**config.mk**
```make
export PLATFORM = sky130hd
export DESIGN_NAME = acp_read_arbiter_flat
export DESIGN_NICKNAME = d
export VERILOG_FILES = /design/src/rtl/acp_read_arbiter_if.sv /design/src/rtl/acp_read_arbiter.sv /design/src/flat_wrapper.sv
export SDC_FILE = /design/constraint.sdc
export NUM_CORES = 1
export LEC_CHECK = 0
export BUFFER_PORTS_ARGS = -buffer_cell sky130_fd_sc_hd__buf_2
export CORE_AREA = 2 2 123 125
export CTS_CLUSTER_SIZE = 24
export DETAILED_ROUTE_END_ITERATION = 8
export DIE_AREA = 0 0 125 127
export GPL_ROUTABILITY_DRIVEN = 0
export GPL_TIMING_DRIVEN = 0
export PLACE_DENSITY_LB_ADDON = 0.12
export SYNTH_ARGS = -nofsm -noshare
export SYNTH_HDL_FRONTEND = slang
export SYNTH_SLANG_ARGS = --single-unit
```
**constraint.sdc**
```tcl
create_clock -name i_clk -period 1.55 [get_ports i_clk]
set_input_delay 0.2325 -clock i_clk [delete_from_list [all_inputs] [get_ports i_clk]]
set_output_delay 0.2325 -clock i_clk [all_outputs]
set_load 0.005 [all_outputs]
```
**src/rtl/acp_read_arbiter_if.sv**
```systemverilog
// AXI3-style read path bundle (AR + R channels without RLAST/RID).
// master drives requests and rready; slave answers with arready, rvalid and rdata.
interface acp_read_arbiter_if #(
   parameter int ADDR_W = 32,
   parameter int DATA_W = 64,
   parameter int LEN_W  = 4
);
   logic              arvalid;
   logic              arready;
   logic [ADDR_W-1:0] araddr;
   logic [LEN_W-1:0]  arlen;
   logic              rvalid;
   logic              rready;
   logic [DATA_W-1:0] rdata;

   modport master (
      output arvalid, araddr, arlen, rready,
      input  arready, rvalid, rdata
   );

   modport slave (
      input  arvalid, araddr, arlen, rready,
      output arready, rvalid, rdata
   );
endinterface

```
**src/rtl/acp_read_arbiter.sv**
```systemverilog
// Round-robin arbiter sharing one ACP read path between two requesters, one burst in flight.
// Define ACP_ARB_PERF_EN to add grant and stall performance counters.
module acp_read_arbiter #(
   parameter int ADDR_W = 32,
   parameter int DATA_W = 64,
   parameter int LEN_W  = 4
) (
   input  logic                i_clk,
   input  logic                i_rst_n,
   acp_read_arbiter_if.slave   s0,
   acp_read_arbiter_if.slave   s1,
   acp_read_arbiter_if.master  m,
   output logic                o_busy,
   output logic                o_grant_id
`ifdef ACP_ARB_PERF_EN
   ,
   output logic [31:0]         o_perf_grants0,
   output logic [31:0]         o_perf_grants1,
   output logic [31:0]         o_perf_stall
`endif
);

   typedef enum logic [1:0] {
      ST_IDLE = 2'd0,
      ST_ADDR = 2'd1,
      ST_DATA = 2'd2
   } state_t;

   state_t            r_state;
   state_t            w_state_next;
   logic              r_arvalid;
   logic [ADDR_W-1:0] r_araddr;
   logic [LEN_W-1:0]  r_arlen;
   logic [LEN_W-1:0]  r_cnt;
   logic              r_grant;
   logic              r_ptr;

   logic              w_any_req;
   logic              w_pick;
   logic              w_ar_hs;
   logic              w_gnt_rready;
   logic              w_r_hs;
   logic              w_last;
   logic [DATA_W-1:0] w_rdata;

   // Pointer only breaks ties; a lone requester wins regardless of it.
   assign w_any_req    = s0.arvalid | s1.arvalid;
   assign w_pick       = (s0.arvalid & s1.arvalid) ? r_ptr : s1.arvalid;
   assign w_ar_hs      = (r_state == ST_ADDR) & m.arready;
   assign w_gnt_rready = r_grant ? s1.rready : s0.rready;
   assign w_r_hs       = (r_state == ST_DATA) & m.rvalid & w_gnt_rready;
   assign w_last       = w_r_hs & (r_cnt == '0);

   assign m.arvalid  = r_arvalid;
   assign m.araddr   = r_araddr;
   assign m.arlen    = r_arlen;
   assign w_rdata    = m.rdata;
   assign s0.rdata   = w_rdata;
   assign s1.rdata   = w_rdata;
   assign o_busy     = (r_state != ST_IDLE);
   assign o_grant_id = r_grant;

   always_ff @(posedge i_clk or negedge i_rst_n) begin
      if (!i_rst_n) begin
         r_state <= ST_IDLE;
      end else begin
         r_state <= w_state_next;
      end
   end

   always_comb begin
      w_state_next = r_state;
      s0.arready   = 1'b0;
      s1.arready   = 1'b0;
      s0.rvalid    = 1'b0;
      s1.rvalid    = 1'b0;
      m.rready     = 1'b0;
      case (r_state)
         ST_IDLE: begin
            if (w_any_req) begin
               w_state_next = ST_ADDR;
            end
         end
         ST_ADDR: begin
            s0.arready = m.arready & ~r_grant;
            s1.arready = m.arready &  r_grant;
            if (w_ar_hs) begin
               w_state_next = ST_DATA;
            end
         end
         ST_DATA: begin
            m.rready  = w_gnt_rready;
            s0.rvalid = m.rvalid & ~r_grant;
            s1.rvalid = m.rvalid &  r_grant;
            if (w_last) begin
               w_state_next = ST_IDLE;
            end
         end
         default: w_state_next = ST_IDLE;
      endcase
   end

   // Request fields are latched at grant time; the requester's later values are ignored.
   always_ff @(posedge i_clk or negedge i_rst_n) begin
      if (!i_rst_n) begin
         r_arvalid <= 1'b0;
         r_araddr  <= '0;
         r_arlen   <= '0;
         r_cnt     <= '0;
         r_grant   <= 1'b0;
         r_ptr     <= 1'b0;
      end else begin
         if ((r_state == ST_IDLE) && w_any_req) begin
            r_arvalid <= 1'b1;
            r_grant   <= w_pick;
            r_araddr  <= w_pick ? s1.araddr : s0.araddr;
            r_arlen   <= w_pick ? s1.arlen  : s0.arlen;
         end
         if (w_ar_hs) begin
            r_arvalid <= 1'b0;
            r_cnt     <= r_arlen;
         end
         if (w_r_hs && (r_cnt != '0)) begin
            r_cnt <= r_cnt - 1'b1;
         end
         if (w_last) begin
            r_ptr <= ~r_grant;
         end
      end
   end

`ifdef ACP_ARB_PERF_EN
   logic [31:0] r_perf_grants0;
   logic [31:0] r_perf_grants1;
   logic [31:0] r_perf_stall;

   always_ff @(posedge i_clk or negedge i_rst_n) begin
      if (!i_rst_n) begin
         r_perf_grants0 <= '0;
         r_perf_grants1 <= '0;
         r_perf_stall   <= '0;
      end else begin
         if (w_ar_hs && !r_grant) r_perf_grants0 <= r_perf_grants0 + 32'd1;
         if (w_ar_hs &&  r_grant) r_perf_grants1 <= r_perf_grants1 + 32'd1;
         if ((r_state == ST_DATA) && m.rvalid && !w_gnt_rready) begin
            r_perf_stall <= r_perf_stall + 32'd1;
         end
      end
   end

   assign o_perf_grants0 = r_perf_grants0;
   assign o_perf_grants1 = r_perf_grants1;
   assign o_perf_stall   = r_perf_stall;
`endif

endmodule
```
**src/flat_wrapper.sv**
```systemverilog
// flat-port wrapper written by rule: the top's interface ports become plain ports
module acp_read_arbiter_flat 
#(
   parameter int ADDR_W = 32,
   parameter int DATA_W = 64,
   parameter int LEN_W  = 4
)
  (i_clk, i_rst_n, o_busy, o_grant_id, s0_arvalid, s0_araddr, s0_arlen, s0_rready, s0_arready, s0_rvalid, s0_rdata, s1_arvalid, s1_araddr, s1_arlen, s1_rready, s1_arready, s1_rvalid, s1_rdata, m_arvalid, m_araddr, m_arlen, m_rready, m_arready, m_rvalid, m_rdata);
  acp_read_arbiter_if #(.ADDR_W(ADDR_W), .DATA_W(DATA_W), .LEN_W(LEN_W)) s0_i ();
  acp_read_arbiter_if #(.ADDR_W(ADDR_W), .DATA_W(DATA_W), .LEN_W(LEN_W)) s1_i ();
  acp_read_arbiter_if #(.ADDR_W(ADDR_W), .DATA_W(DATA_W), .LEN_W(LEN_W)) m_i ();
  input  logic i_clk;
  input  logic i_rst_n;
  output logic o_busy;
  output logic o_grant_id;
  input wire logic [$bits(s0_i.arvalid)-1:0] s0_arvalid;
  input wire logic [$bits(s0_i.araddr)-1:0] s0_araddr;
  input wire logic [$bits(s0_i.arlen)-1:0] s0_arlen;
  input wire logic [$bits(s0_i.rready)-1:0] s0_rready;
  output wire logic [$bits(s0_i.arready)-1:0] s0_arready;
  output wire logic [$bits(s0_i.rvalid)-1:0] s0_rvalid;
  output wire logic [$bits(s0_i.rdata)-1:0] s0_rdata;
  input wire logic [$bits(s1_i.arvalid)-1:0] s1_arvalid;
  input wire logic [$bits(s1_i.araddr)-1:0] s1_araddr;
  input wire logic [$bits(s1_i.arlen)-1:0] s1_arlen;
  input wire logic [$bits(s1_i.rready)-1:0] s1_rready;
  output wire logic [$bits(s1_i.arready)-1:0] s1_arready;
  output wire logic [$bits(s1_i.rvalid)-1:0] s1_rvalid;
  output wire logic [$bits(s1_i.rdata)-1:0] s1_rdata;
  output wire logic [$bits(m_i.arvalid)-1:0] m_arvalid;
  output wire logic [$bits(m_i.araddr)-1:0] m_araddr;
  output wire logic [$bits(m_i.arlen)-1:0] m_arlen;
  output wire logic [$bits(m_i.rready)-1:0] m_rready;
  input wire logic [$bits(m_i.arready)-1:0] m_arready;
  input wire logic [$bits(m_i.rvalid)-1:0] m_rvalid;
  input wire logic [$bits(m_i.rdata)-1:0] m_rdata;
  assign s0_i.arvalid = s0_arvalid;
  assign s0_i.araddr = s0_araddr;
  assign s0_i.arlen = s0_arlen;
  assign s0_i.rready = s0_rready;
  assign s0_arready = s0_i.arready;
  assign s0_rvalid = s0_i.rvalid;
  assign s0_rdata = s0_i.rdata;
  assign s1_i.arvalid = s1_arvalid;
  assign s1_i.araddr = s1_araddr;
  assign s1_i.arlen = s1_arlen;
  assign s1_i.rready = s1_rready;
  assign s1_arready = s1_i.arready;
  assign s1_rvalid = s1_i.rvalid;
  assign s1_rdata = s1_i.rdata;
  assign m_arvalid = m_i.arvalid;
  assign m_araddr = m_i.araddr;
  assign m_arlen = m_i.arlen;
  assign m_rready = m_i.rready;
  assign m_i.arready = m_arready;
  assign m_i.rvalid = m_rvalid;
  assign m_i.rdata = m_rdata;
  acp_read_arbiter #(.ADDR_W(ADDR_W), .DATA_W(DATA_W), .LEN_W(LEN_W)) u_core (.i_clk(i_clk), .i_rst_n(i_rst_n), .s0(s0_i), .s1(s1_i), .m(m_i), .o_busy(o_busy), .o_grant_id(o_grant_id));
endmodule
```
==> run metrics, run 1 <==
global-route wire length before repair=around 15000 um; die area=between 15000 and 20000 um^2; data required time at the worst endpoint=between 1 and 1.5 ns; DR vias/cell=3.855; status=finished clean; slowest cell delay on critical path=roughly 0.44 ns; max_slew headroom=0.2899; count of standard-cell rows=44; most numerous cell types in the synthesized netlist=buf_4, nor2_1, dfrtp_1; end-of-flow core utilization=0.3492; pins over their slew limit=0; switching share of power=0.3624; post-route clock period utilization=0.9665; via count=between 3k and 4k; EDFF count, synth=0; cell type of the slowest stage on the worst timing path=dfrtp_2; die boundary height=around 130 um; worst voltage drop across the vdd grid=0.4807 mV; crit path DAT=approximately 1.3 ns; leading area contributor after synthesis=dfrtp_1; biggest area contributors in the synthesized netlist=dfrtp_1, buf_4, mux2i_1, a21oi_1, nor2_1; Clock Power Share=0.162; final setup violating endpoints=0; proportion of register bits with asynchronous set or reset after synthesis=1.000; multi-input gate area in the final layout=1013 um^2; areal power density over the cells=between 1000 and 1500 nW/um^2; number of buffers inserted for hold repair after clock tree synthesis=0; synthesized instance count=between 300 and 400; register share of total power=0.325; family with the most delay on the worst path=flip-flops; area share of the largest cell type after synthesis=0.3610; average footprint of a synthesized cell=around 9.2 um^2; fill count=~1.6k; Hold Crit Class=input port to async pin; share of the yosys chip area belonging to registers=0.3610; layout cell share with drive strength beyond 1=0.7069; yosys synthesis warning count=0; I/O pins=around 320; Antenna Nets Post-Route=0; diode insertion count for antenna repair=0; core region area=14420 um^2; final clock skew=a little under 0.008 ns; Iteration-0 DRC Markers=between 40 and 50; CTS Root Cell=clkbuf_16; number of input and output port buffers inserted=251; combinational group share of total power=0.513; standby leakage power=between 2 and 3 nW; Crit Path Class=register to output port; primary flip-flop cell chosen by synthesis mapping=dfrtp_1; area growth from synthesis to layout=61.49%; maximum number of buffers from clock root to sink=2; Clock H-tree levels=2; total power=approximately 0.0065 W; footprint of the flip-flops and latches=about 1100 um^2; kind of start point of the critical path=register; Post-DP HPWL=about 8500 um; transition at the pin with the smallest max-transition slack=1.065 ns; largest net degree at the start of global routing=46; CTS tree=yes; number of antenna violations at the first check in global routing=0; vias in the first global route=roughly 3.0k; Sw Pwr=about 0.0023 W; final hold violation count=0; Fmax achieved=around 0.67 GHz; Clock Sinks=45; Die W=between 100 and 150 um; clock insertion delay at the later pin of the skew report=between 0.2 and 0.3 ns; Total Wirelength=between 10000 and 15000 um; Mapped Nets=484; clock buffer count from CTS=5; iteration count of the initial detailed-routing pass=4; worst slack, placed=-0.2137 ns; CP Capture Type=output port; largest driver fanout on the critical path=6; setup repair after global routing missed its margin=true; Post-route DRC=0; dominant cell by count in the synthesized netlist=buf_4; post-synthesis instance area=between 3000 and 4000 um^2; final-layout worst hold slack=0.1402 ns; Cell variety after synth=30; register bit count reported by yosys=45; clock transition at the register clock pins on the worst setup and hold paths after CTS=0.07 ns; final critical-path required period=1.498 ns; average detailed-routed wire length per instance=about 13 um; total internal power=roughly 0.0041 W; Crit path buffers/inverters=1; post-route setup slack=between 0.05 and 0.06 ns; Global Route Usage Sum=0.1200; critical path cell sequence=nand3b_1 -> nor2_1 -> buf_2; remaining global-route overflow=0; starting density of the core=0.2163; Final #Nets=around 770; max-cap violation count=0
## power groups by stage
stage	registers, W	clock network (W)	logic, W
after floorplan	0.00213	0	0.00152
after global placement	0.00210	0	0.00281
after detailed placement	0.00211	0	0.00284
after CTS	0.00211	0.00110	0.00306
after global routing	0.00219	0.00114	0.00370
final	0.00211	0.00105	0.00332
## sequential cells by signal, summed over array words and instances (netlist names)
signal,count
u_core.m.arlen,4
u_core.r_cnt,4
u_core.m.arvalid,1
u_core.r_state,2
u_core.r_ptr,1
u_core.m.araddr,32
u_core.o_grant_id,1
## repair_timing
item                                    in CTS  in global routing
resized for setup                           22                 21
setup buffers                                6                 16
gates cloned                                 0                  1
pin swaps                                    0                  3
endpoints found under the setup margin      42                 31
## layer usage
| metal | wire length (um) | GRT usage |
|---|---|---|
| met5 | 0 | 0 |
| met2 | 5686 | 0.2263 |
| met1 | 3990 | 0.1350 |
| met3 | 904 | 0.03350 |
| met4 | 68 | 0.02484 |
## worst paths after layout
kind | startpoint | to | slack (ns) | cells after the start
hold / removal | i_rst_n | u_core.m.araddr[27]$_DFFE_PN0P_ | 0.14 | 1
min in group i_clk | m_arready | u_core.r_state[0]$_DFFE_PN0P_ | 0.17 | 2
max in group asynchronous | i_rst_n | u_core.r_state[1]$_DFFE_PN0P_ | 0.70 | 1
setup / recovery | u_core.r_state[1]$_DFFE_PN0P_ | s0_arready | 0.05 | 3
hold reg to reg | u_core.m.arvalid$_DFFE_PN0P_ | u_core.m.arvalid$_DFFE_PN0P_ | 0.48 | 1
setup reg to reg | u_core.r_cnt[1]$_DFFE_PN0P_ | u_core.r_cnt[3]$_DFFE_PN0P_ | 0.05 | 3
## final cells by class
type / instances / share of cell area
Multi-Input combinational cell: 150 / 0.2012
Buffer: 140 / 0.2149
Timing Repair Buffer: 274 / 0.2837
Tap cell: 184 / 0.04570
Sequential cell: 45 / 0.2240
Clock buffer: 6 / 0.02558
Clock inverter: 2 / 0.001987
Inverter: 4 / 0.002981
## cell families (layout without fill, tap and decap cells)
logic type	Yosys count	count (layout)	share of synthesized area
buffers and inverters	144	426	0.3325
AND/OR/NAND/NOR	62	62	0.09347
AO/OA/AOI/OAI	48	48	0.08344
flip-flops	45	45	0.3610
multiplexers	39	39	0.1255
adder cells (fa/ha/maj)	1	1	0.004011
## through the flow
step                cell area [um^2]  instances  setup TNS (ns)
global route                    5037        805        -0.05454
floorplan                       3119        339               0
detailed placement              4606        774          -7.002
CTS                             4852        788               0
global placement                4606        774          -6.295
finish                          5037        805               0
## cells in the final DEF, fill, tap and decap left out, types with 2 or more instances in the layout
cell | Yosys | final
buf_6 | 0 | 5
nand2b_1 | 2 | 2
nor2_1 | 46 | 44
mux2i_1 | 38 | 37
clkbuf_16 | 0 | 5
nor2b_4 | 0 | 2
a21oi_1 | 37 | 37
buf_2 | 10 | 252
buf_4 | 129 | 155
or2_4 | 1 | 2
dfrtp_2 | 0 | 2
buf_8 | 0 | 2
dfrtp_1 | 45 | 43
o22ai_1 | 2 | 2
inv_1 | 4 | 3
clkinv_2 | 0 | 2
o21ai_0 | 4 | 3
Note: power is estimated with default switching activity, not from simulation.
==> inputs of run 2 (changes only) <==
==> constraint.sdc (replaced) <==
create_clock -name i_clk -period 1.49 [get_ports i_clk]
set_input_delay 0.2235 -clock i_clk [delete_from_list [all_inputs] [get_ports i_clk]]
set_output_delay 0.2235 -clock i_clk [all_outputs]
set_load 0.005 [all_outputs]
==> run 2 against run 1 <==
  * Core utilization is 0.78 points higher
  * Clock skew is 0.00061 ns higher
  * Global-route usage is 0.26 points higher
  * Critical endpoint is now u_core.r_cnt[3]$_DFFE_PN0P_
  * Largest cell class unchanged
  * Largest power group unchanged
  * Highest routed layer unchanged
==> run metrics, run 2 (synthesis gave the netlist of run 1 again) <==
final hold violation count=0; clock transition at the register clock pins on the worst setup and hold paths after CTS=about 0.07 ns; data required time at the worst endpoint=1.71 ns; CTS tree=yes; cell count after placement=between 700 and 800; leading cell types in the layout, fill and taps excluded=buf_2, buf_4, dfrtp_1; transition at the pin with the smallest max-transition slack=about 1.1 ns; number of antenna violations at the first check in global routing=1; via count=approximately 3.1k; end-of-flow core utilization=0.3570; Post-route DRC=0; Iteration-0 DRC Markers=50; layout cell share with drive strength beyond 1=0.7208; final clock skew=~0.0084 ns; worst slack, placed=-0.3109 ns; register share of total power=0.313; switching share of power=0.3634; Antenna Nets Post-Route=0; launching point of the worst reg2reg path=u_core.o_grant_id$_DFFE_PN0P_; max_slew headroom=0.2892; crit path DAT=approximately 1.7 ns; total internal power=between 0.004 and 0.005 W; Hold Crit Class=input port to async pin; standby leakage power=approximately 2.9 nW; iteration count of the initial detailed-routing pass=4; vias in the first global route=~3.0k; I/O pins=316; count of standard-cell rows=44; flip-flop count of the largest register, all copies and words added=32; non-filler cells in the finished layout=800; worst voltage drop across the vdd grid=about 0.53 mV; diode insertion count for antenna repair=0; worst reg-to-reg path cell count=4; final-layout worst hold slack=between 0.1 and 0.15 ns; maximum number of buffers from clock root to sink=2; endpoint of the lowest-slack register-to-register path=u_core.r_cnt[3]$_DFFE_PN0P_; final setup violating endpoints=0; max-cap violation count=0; die boundary height=~130 um; average detailed-routed wire length per instance=between 10 and 15 um; Die W=roughly 130 um; kind of start point of the critical path=register; remaining global-route overflow=0; fill count=1536; Total Wirelength=~11000 um; post-route clock period utilization=0.9951; DR vias/cell=a little under 4; die area=15880 um^2; R2R Setup Slk=0.007 ns; Sw Pwr=~0.0026 W; pins over their slew limit=0; area growth from synthesis to layout=65.10%; Global Route Usage Sum=0.1226; largest driver fanout on the critical path=4; Clock Sinks=between 40 and 50; Final #Nets=760; Clock H-tree levels=2; areal power density over the cells=between 1000 and 1500 nW/um^2; Clock Power Share=0.155; CP Capture Type=register; setup repair after global routing missed its margin=true; final critical-path required period=1.483 ns; Fmax achieved=between 0.6 and 0.7 GHz; leading cell type in the layout, fill and taps excluded=buf_2; combinational group share of total power=0.531; clock insertion delay at the later pin of the skew report=0.29 ns; post-route setup slack=between 0.007 and 0.008 ns; CTS Root Cell=clkbuf_16; number of input and output port buffers inserted=about 250; global-route wire length before repair=15670 um; largest net degree at the start of global routing=46; number of buffers inserted for hold repair after clock tree synthesis=0; core region area=~14000 um^2; status=finished clean; starting density of the core=0.2163; clock buffer count from CTS=5; Post-DP HPWL=around 8500 um; Crit Path Class=register to register
[run 2: worst max path at each step]
stage | startpoint | depth (start not counted) | slack, ns | end
after floorplan | u_core.r_cnt[0]$_DFFE_PN0P_ | 6 | 0.005 | u_core.r_ptr$_DFFE_PN0P_
after global placement | u_core.r_state[1]$_DFFE_PN0P_ | 4 | -0.30 | u_core.m.araddr[2]$_DFFE_PN0P_
after detailed placement | u_core.r_state[1]$_DFFE_PN0P_ | 4 | -0.31 | u_core.m.arlen[2]$_DFFE_PN0P_
after CTS | u_core.o_grant_id$_DFFE_PN0P_ | 4 | 0.003 | u_core.r_cnt[3]$_DFFE_PN0P_
after global routing | u_core.r_state[0]$_DFFE_PN0P_ | 6 | -0.04 | u_core.m.araddr[12]$_DFFE_PN0P_
final | u_core.o_grant_id$_DFFE_PN0P_ | 4 | 0.007 | u_core.r_cnt[3]$_DFFE_PN0P_
[run 2: power groups by stage]
stage	combinational (W)	clock [W]	sequential, W
floorplan	0.00158	0	0.00222
detailed placement	0.00295	0	0.00220
finish	0.00379	0.00110	0.00223
global placement	0.00291	0	0.00220
global route	0.00418	0.00119	0.00233
CTS	0.00340	0.00116	0.00221
[run 2: layout make-up]
type	instances	area [um^2]	area share
Buffer	140	1121	0.2177
Clock buffer	7	132.6	0.02575
Clock inverter	1	7.507	0.001458
Inverter	4	15.01	0.002915
Multi-Input combinational cell	150	1072	0.2082
Sequential cell	45	1127	0.2189
Tap cell	184	230.2	0.04470
Timing Repair Buffer	269	1444	0.2804
[run 2: through the flow]
| stage | cell area [um^2] | power, W | setup TNS, ns |
|---|---|---|---|
| 2_1_floorplan | 3122 | 0.003804 | 0 |
| 3_3_place_gp | 4608 | 0.005111 | -9.501 |
| 3_5_place_dp | 4608 | 0.005159 | -10.29 |
| 4_1_cts | 4950 | 0.006762 | 0 |
| 5_1_grt | 5150 | 0.007705 | -0.3832 |
| 6_report | 5150 | 0.007127 | 0 |
[run 2: routing by layer]
layer,part of all wire,track usage,wire length [um]
met1,0.39,0.1418,4241
met5,0,0,0
met4,0.0039,0.01961,42
met3,0.086,0.03392,937
met2,0.52,0.2295,5685
[run 2: timing repair]
item | in CTS | in global routing
buffers inserted | 13 | 1
pin swaps | 5 | 4
gates cloned | 1 | 3
resized for setup | 33 | 34
endpoints found under the hold margin | 0 | 0
endpoints found under the setup margin | 43 | 34
[run 2: critical path, stage by stage (launching register included)]
cell	delay, ns
dfrtp_1	0.41
mux2i_4	0.21
or2_4	0.24
or4_1	0.47
nand3_1	0.08
